`src/rtl/shifter_pkg.sv`:
```
// shifter_pkg: op encodings, default width and op legality; SHIFTER_ROTATE_EN makes ROR/ROL legal
package shifter_pkg;
    localparam int DEFAULT_WIDTH = 32;

    typedef enum logic [2:0] {
        OP_SLL = 3'b000,
        OP_SRL = 3'b001,
        OP_SRA = 3'b010,
        OP_ROR = 3'b011,
        OP_ROL = 3'b100
    } shift_op_e;

    function automatic logic op_legal(input logic [2:0] op);
`ifdef SHIFTER_ROTATE_EN
        return op <= OP_ROL;
`else
        return op <= OP_SRA;
`endif
    endfunction
endpackage

```
`src/rtl/shifter_level.sv`:
```
// shifter_level: one 2^K mux level; SHIFTER_ROTATE_EN adds the rotate wrap paths
module shifter_level
    import shifter_pkg::*;
#(
    parameter int WIDTH = DEFAULT_WIDTH,
    parameter int K     = 0
) (
    input  logic [WIDTH-1:0] d_i,
    input  logic             en_i,
    input  logic [2:0]       op_i,
    input  logic             fill_i,
    output logic [WIDTH-1:0] d_o
);
    localparam int S = 1 << K;
    localparam logic [WIDTH-1:0] HI = ~({WIDTH{1'b1}} >> S);

    logic [WIDTH-1:0] sll, srl, sh;

    assign sll = d_i << S;
    assign srl = d_i >> S;

    // pick the shifted word for this op; unsupported ops collapse to zero at every level
    always_comb begin
`ifdef SHIFTER_ROTATE_EN
        sh = op_i == OP_SLL ? sll :
             op_i == OP_SRL ? srl :
             op_i == OP_SRA ? srl | (HI & {WIDTH{fill_i}}) :
             op_i == OP_ROR ? srl | (d_i << (WIDTH - S)) :
             op_i == OP_ROL ? sll | (d_i >> (WIDTH - S)) : '0;
`else
        sh = op_i == OP_SLL ? sll :
             op_i == OP_SRL ? srl :
             op_i == OP_SRA ? srl | (HI & {WIDTH{fill_i}}) : '0;
`endif
        d_o = !op_legal(op_i) ? '0 : en_i ? sh : d_i;
    end
endmodule

```
`src/rtl/barrel_shifter_pipe.sv`:
```
// barrel_shifter_pipe: elastic log2-staged barrel shifter; SHIFTER_ROTATE_EN enables ROR/ROL
module barrel_shifter_pipe
    import shifter_pkg::*;
#(
    parameter int WIDTH     = DEFAULT_WIDTH,
    parameter int REG_EVERY = 1,
    localparam int SHAMT_W  = $clog2(WIDTH),
    localparam int LAT      = (SHAMT_W + REG_EVERY - 1) / REG_EVERY
) (
    input  logic               clk_i,
    input  logic               rst_i,
    input  logic               flush_i,
    input  logic               in_valid_i,
    output logic               in_ready_o,
    input  logic [WIDTH-1:0]   data_i,
    input  logic [SHAMT_W-1:0] shamt_i,
    input  logic [2:0]         op_i,
    output logic               out_valid_o,
    input  logic               out_ready_i,
    output logic [WIDTH-1:0]   result_o,
    output logic               illegal_o
);
    logic [LAT:1]       valid_q, rdy;
    logic [LAT:0]       up_v;
    logic [WIDTH-1:0]   data_q [1:LAT];
    logic [WIDTH-1:0]   data_d [1:LAT];
    logic [2:0]         op_q   [1:LAT];
    logic [2:0]         op_up  [1:LAT];
    logic [SHAMT_W-1:0] sh_q   [1:LAT];
    logic [SHAMT_W-1:0] sh_up  [1:LAT];
    logic [WIDTH-1:0]   lv     [0:SHAMT_W-1];
    logic               acc;

    assign up_v        = {valid_q, in_valid_i};
    assign in_ready_o  = rdy[1];
    assign out_valid_o = valid_q[LAT];
    assign result_o    = data_q[LAT];
    assign illegal_o   = !op_legal(op_q[LAT]);

    // op/shamt feeding stage s come from the ports or the previous slot
    for (genvar s = 1; s <= LAT; s++) begin : g_up
        if (s == 1) begin : g_in
            assign op_up[s] = op_i;
            assign sh_up[s] = shamt_i;
        end else begin : g_mid
            assign op_up[s] = op_q[s-1];
            assign sh_up[s] = sh_q[s-1];
        end
    end

    // levels in register group t read their controls from op_up/sh_up[t+1]
    for (genvar k = 0; k < SHAMT_W; k++) begin : g_lvl
        localparam int T = k / REG_EVERY;
        logic [WIDTH-1:0] din;
        if (k == 0) begin : g_first
            assign din = data_i;
        end else if (k % REG_EVERY == 0) begin : g_reg
            assign din = data_q[T];
        end else begin : g_chain
            assign din = lv[k-1];
        end
        shifter_level #(.WIDTH(WIDTH), .K(k)) u_lvl (
            .d_i   (din),
            .en_i  (sh_up[T+1][k]),
            .op_i  (op_up[T+1]),
            .fill_i(din[WIDTH-1]),
            .d_o   (lv[k])
        );
        if ((k + 1) % REG_EVERY == 0 || k == SHAMT_W - 1) begin : g_cap
            assign data_d[T+1] = lv[k];
        end
    end

    // a slot may load when it is empty or every slot downstream can advance
    always_comb begin
        acc = out_ready_i;
        rdy = '0;
        for (int s = LAT; s >= 1; s--) begin
            acc = acc || !valid_q[s];
            rdy[s] = acc;
        end
    end

    // advance elastic slots; flush drops valids only, reset also zeroes payload
    always_ff @(posedge clk_i) begin
        if (rst_i) begin
            valid_q <= '0;
            for (int s = 1; s <= LAT; s++) begin
                data_q[s] <= '0;
                op_q[s]   <= OP_SLL;
                sh_q[s]   <= '0;
            end
        end else begin
            for (int s = 1; s <= LAT; s++) begin
                valid_q[s] <= flush_i ? 1'b0 : rdy[s] ? up_v[s-1] : valid_q[s];
                if (rdy[s] && up_v[s-1]) begin
                    data_q[s] <= data_d[s];
                    op_q[s]   <= op_up[s];
                    sh_q[s]   <= sh_up[s];
                end
            end
        end
    end
endmodule

```
`config.mk`:
```
export PLATFORM = sky130hd
export DESIGN_NAME = barrel_shifter_pipe
export DESIGN_NICKNAME = d
export VERILOG_FILES = /design/src/rtl/shifter_pkg.sv /design/src/rtl/shifter_level.sv /design/src/rtl/barrel_shifter_pipe.sv
export SDC_FILE = /design/constraint.sdc
export NUM_CORES = 1
export LEC_CHECK = 0
export BUFFER_PORTS_ARGS = -buffer_cell sky130_fd_sc_hd__buf_2
export CELL_PAD_IN_SITES_DETAIL_PLACEMENT = 1
export CELL_PAD_IN_SITES_GLOBAL_PLACEMENT = 1
export CORE_ASPECT_RATIO = 1.4
export CORE_MARGIN = 1
export CORE_UTILIZATION = 40
export CTS_CLUSTER_DIAMETER = 100
export DETAILED_ROUTE_END_ITERATION = 8
export PLACE_DENSITY = 0.72
export SYNTH_ARGS = -nofsm -noshare
export SYNTH_HDL_FRONTEND = slang
export SYNTH_SLANG_ARGS = --single-unit
export TNS_END_PERCENT = 1
```
`constraint.sdc`:
```
create_clock -name clk_i -period 7.55 [get_ports clk_i]
set_input_delay 1.1325 -clock clk_i [delete_from_list [all_inputs] [get_ports clk_i]]
set_output_delay 1.1325 -clock clk_i [all_outputs]
set_load 0.01 [all_outputs]
```
* Word-level counts from Yosys, hierarchy flattened
Memories as Yosys holds them, arrays and structs flattened.
Cells that the tools add are included.
** Operators by class
- Order comparisons :: 6
- Equality and inequality tests :: 10
- Mux-type cells :: 57
- Bitwise logic cells :: 20
- Reduce and logical (&&, ||, !) cells :: 22
** Operator list (number)
- $mux 32 :: 30
- $or 16x32->32 :: 1
- $or 24x32->32 :: 1
- $or 28x32->32 :: 1
- $or 30x32->32 :: 1
- $or 31x32->32 :: 1
- $mux 5 :: 5
- $le 3x2->1 const B :: 6
- $mux 1 :: 17
- $eq 3x1->1 const B :: 5
- $eq 3x2->1 const B :: 5
- $logic_not 3->1 :: 5
- $mux 3 :: 5
- $or 1x1->1 :: 15
- $logic_not 1->1 :: 6
- $logic_and 1x1->1 :: 5
- $logic_or 1x1->1 :: 5
- $reduce_or 2->1 :: 1
** Storage, ports and cells
- Bits in registers :: 5
- Bits in writable memories :: 200
- Input port bits :: 45
- Memories kept :: 3
** Memories
- data_q :: depth 5, bits a word 32, rd ports 5, clocked after memory_dff 0, wr ports 5, RTL line barrel_shifter_pipe.sv:25 : logic [WIDTH-1:0] data_q [1:LAT];
- sh_q :: depth 5, bits a word 5, rd ports 4, clocked after memory_dff 0, wr ports 5, RTL line barrel_shifter_pipe.sv:29 : logic [SHAMT_W-1:0] sh_q [1:LAT];
- op_q :: depth 5, bits a word 3, rd ports 5, clocked after memory_dff 0, wr ports 5, RTL line barrel_shifter_pipe.sv:27 : logic [2:0] op_q [1:LAT];

* Longest topological paths before layout
- Depth after elaboration :: 11
- Gate-level depth with buffers :: 7

* Hierarchy
Synthesis repeated with hierarchy kept, for this count alone.
** Second synthesis, totals
- Cell total of the unflattened synthesis :: 1286
- Area total of the unflattened synthesis :: 12859.8 um^2
** Modules (own cells, without submodules)
- barrel_shifter_pipe :: times used 1, cells each 573, area an instance 8373.0 um^2
- shifter_level (g_lvl[1].u_lvl) :: times used 1, cells each 154, area an instance 1064.8 um^2
- shifter_level (g_lvl[2].u_lvl) :: times used 1, cells each 151, area an instance 1018.5 um^2
- shifter_level (g_lvl[3].u_lvl) :: times used 1, cells each 140, area an instance 922.1 um^2
- shifter_level (g_lvl[4].u_lvl) :: times used 1, cells each 121, area an instance 755.7 um^2
- shifter_level (g_lvl[0].u_lvl) :: times used 1, cells each 147, area an instance 725.7 um^2

* Least setup slack after synthesis
OpenSTA, ideal clock, no wires.
- Kind :: input to register
- Start point :: input out_ready_i
- End point :: register, netlist name data_q[0][100]
- Data arrival time :: 3.200 ns
- Data required time :: 7.111 ns
- Slack :: 3.911 ns
- Stages :: 3
- Cells stage by stage :: and4b_1 -> buf_6 -> o21bai_1
** RTL lines
- start: declaration :: RTL line barrel_shifter_pipe.sv:19 : input logic out_ready_i,

* Worst setup path after layout
- Start point :: input out_ready_i
- End point :: output in_ready_o
** On the way
- Longest elaborated chain between the ends :: 5
** Ends and longest elaborated chain
- $logic_or 1x1->1 (5 in a row) :: RTL line barrel_shifter_pipe.sv:79 : acc = acc || !valid_q[s];
- end: declaration :: RTL line barrel_shifter_pipe.sv:14 : output logic in_ready_o,
Every way passes these cells.

==> reports/metrics.yaml <==
status:
  run_status: "finished clean"
timing:
  fin_tns_setup_ns: 0
  period_share_pct: 42.2
  timing_max_transition_violations_final: 0
  slew_headroom_pct: 23.2
  max_freq_mhz: 314
  skew_ns: 0.00684
  setup_viol: 0
  rsz0062_at_grt: "no"
  worst_slack_ns: 4.36
  fin_crit_ns: 3.19
  worstMarginPinSlew_ns: 1.15
  hold_violations: 0
clocking:
  clock_path_buffers: 2
  cts_buffers: 17
  cts_max_level: 4
  cts_root_buf: "clkbuf_16"
  clkTransAtPathRegs_ns: 0.07
  cts_tree: "built"
  cts_resized: 0
  cts_sinks: 190
  clk_latency_ns: 0.43
  post_cts_buffers: 0
  ctsHoldBuffers: 0
placed_design:
  dpl.hpwl_um: 15700
  globalplace.congestion: 0.841
  place_area_sq_um: 10400
  place_ws_ns: 4.20
  io_buffers: 79
hold_path:
  min_path_cells: 1
  hold_path_class: "reg2reg"
logic_synthesis:
  synth_nets: 986
  ys_types: 50
  synth_seq_cells: 190
  ys.flop_type: "edfxtp_1"
  ys.warnings.count: 0
  syn_area_per_cell_sq_um: 10.6
  async_flop_share_pct: 0
  synth_edf_count: 185
  ys_seq_area_share_pct: 56.6
  synth_area_sq_um: 10000
  syn_inst: 941
grt:
  overflow: 0
  grt_pass1_wl_um: 34000
  grt_max_degree: 64
  globalRouteTotalUtil_pct: 17.0
  grt_pass1_vias: 6896
  antenna_found_initial: 0
die:
  die-area_sq_um: 25600
  core_sq_um: 24600
  die_y_um: 189
  initial_core_util_pct: 40.7
  die_w_um: 136
  rows: 68
  io-pin-count: 80
finish:
  utilization_pct: 44.4
  layout_commonest_cell: "edfxtp_1"
  diodes: 0
  final_cell_mix: "185 x edfxtp_1, 122 x a21oi_1, 93 x nor2_1, 79 x buf_2, 72 x nand2_1"
  fillCellCount: 2727
  area_growth_pct: 9.18
  fin_area_sq_um: 10900
  fin_nets: 997
  drive_gt1_share_pct: 14.6
drt:
  wirelength_um: 20300
  wl_per_cell_um: 15.9
  vias: 6875
  ant_nets: 0
  dr.pass1.iters: 5
  drc_errors: 0
  drt-vias-per-instance: 5.37
  drt_iter0_drc: 230
critical_path:
  worstReg2RegEnd: "data_q[0][86]"
  reg2reg_depth: 3
  worstPathRequired_ns: 6.42
  crit_type: "in2out"
  cp-endpoint: "in_ready_o"
  r2r_start: "op_q[0][3]"
  startpoint: "out_ready_i"
  path_max_fanout: 7
  setup.reg_to_reg.worst_slack_ns: 5.14
  end_kind: "primary output"
  critPathArrivalTime_ns: 2.06
  start_kind: "input pin"
power_and_ir_drop:
  vdd_drop_max_mv: 0.134
  total_power_w: 0.00226
  powerDensity_nw_per_um2: 207
  p_leak_nw: 3.84
run:
  drv_cap: 0
## routing by layer
layer | vias up | routed length, um | global-route usage, %
met5 | - | 0 | 0
met4 | 0 | 898 | 9.55
met3 | 44 | 562 | 3.78
met2 | 130 | 11300 | 32.6
met1 | 3244 | 7540 | 16.3
li1 | 3457 | - | -
## power breakdown
group	internal [W]	leakage, nW	switching, W
sequential	0.00120	2.04	0.0000372
clock	0.000434	0.264	0.000408
combinational	0.0000674	1.54	0.000114
## cell type report
cell class	instances	area, sq um	share of cell area, %
Sequential cell	190	5660	51.8
Timing Repair Buffer	92	493	4.52
Multi-Input combinational cell	642	3780	34.6
Tap cell	315	394	3.61
Inverter	9	33.8	0.310
Clock inverter	14	129	1.18
Clock buffer	18	429	3.93
## cell usage after synthesis, types with 16 or more instances
cell type	count	area (sq um)
nand3_1	28	140
nor2b_1	38	238
nand2_1	72	270
nor3_1	24	120
a31oi_1	16	100
nor2_1	93	349
edfxtp_1	185	5560
buf_4	32	240
buf_2	22	110
a22oi_1	37	278
a211oi_1	33	248
nand2b_1	37	231
a21oi_1	122	611
clkbuf_1	39	146
mux2i_1	37	370
and2_1	19	119
## stage by stage
step,hold WS (ns),instances
2_1_floorplan,0.455,941
4_1_cts,0.503,1280
3_5_place_dp,0.487,1248
3_3_place_gp,0.481,1248
5_1_grt,0.526,1280
6_report,0.493,1280
## flip-flops by register name, indices dropped and copies added (netlist names)
signal / flops
op_q: 15
data_q: 160
valid_q: 5
sh_q: 10
## how the worst min path moves through the flow
stage                       endpoint  slack (ns)       start
after global routing      valid_q[4]        0.53  valid_q[3]
after detailed placement  valid_q[4]        0.49  valid_q[3]
after CTS                 valid_q[4]        0.50  valid_q[3]
final                     valid_q[4]        0.49  valid_q[3]
after global placement    valid_q[4]        0.48  valid_q[3]
after floorplan           valid_q[4]        0.46  valid_q[3]
## worst max-delay path, stage by stage
cell	delay, ns
buf_2	0.11
and4b_1	0.46
nand3_1	0.18
buf_2	0.17
## cells by family (layout without fill, tap and decap cells)
| family | Yosys count | count (layout) | share of synthesized area, % |
|---|---|---|---|
| DFF | 190 | 190 | 56.6 |
| muxes | 38 | 38 | 3.82 |
| xor gates and xnor gates | 4 | 4 | 0.351 |
| buffers and inverters | 109 | 133 | 5.87 |
| and+or+nand+nor | 338 | 338 | 16.7 |
| AOI/OAI and AO/OA | 262 | 262 | 16.7 |
Power figures use the tool's default switching activity.
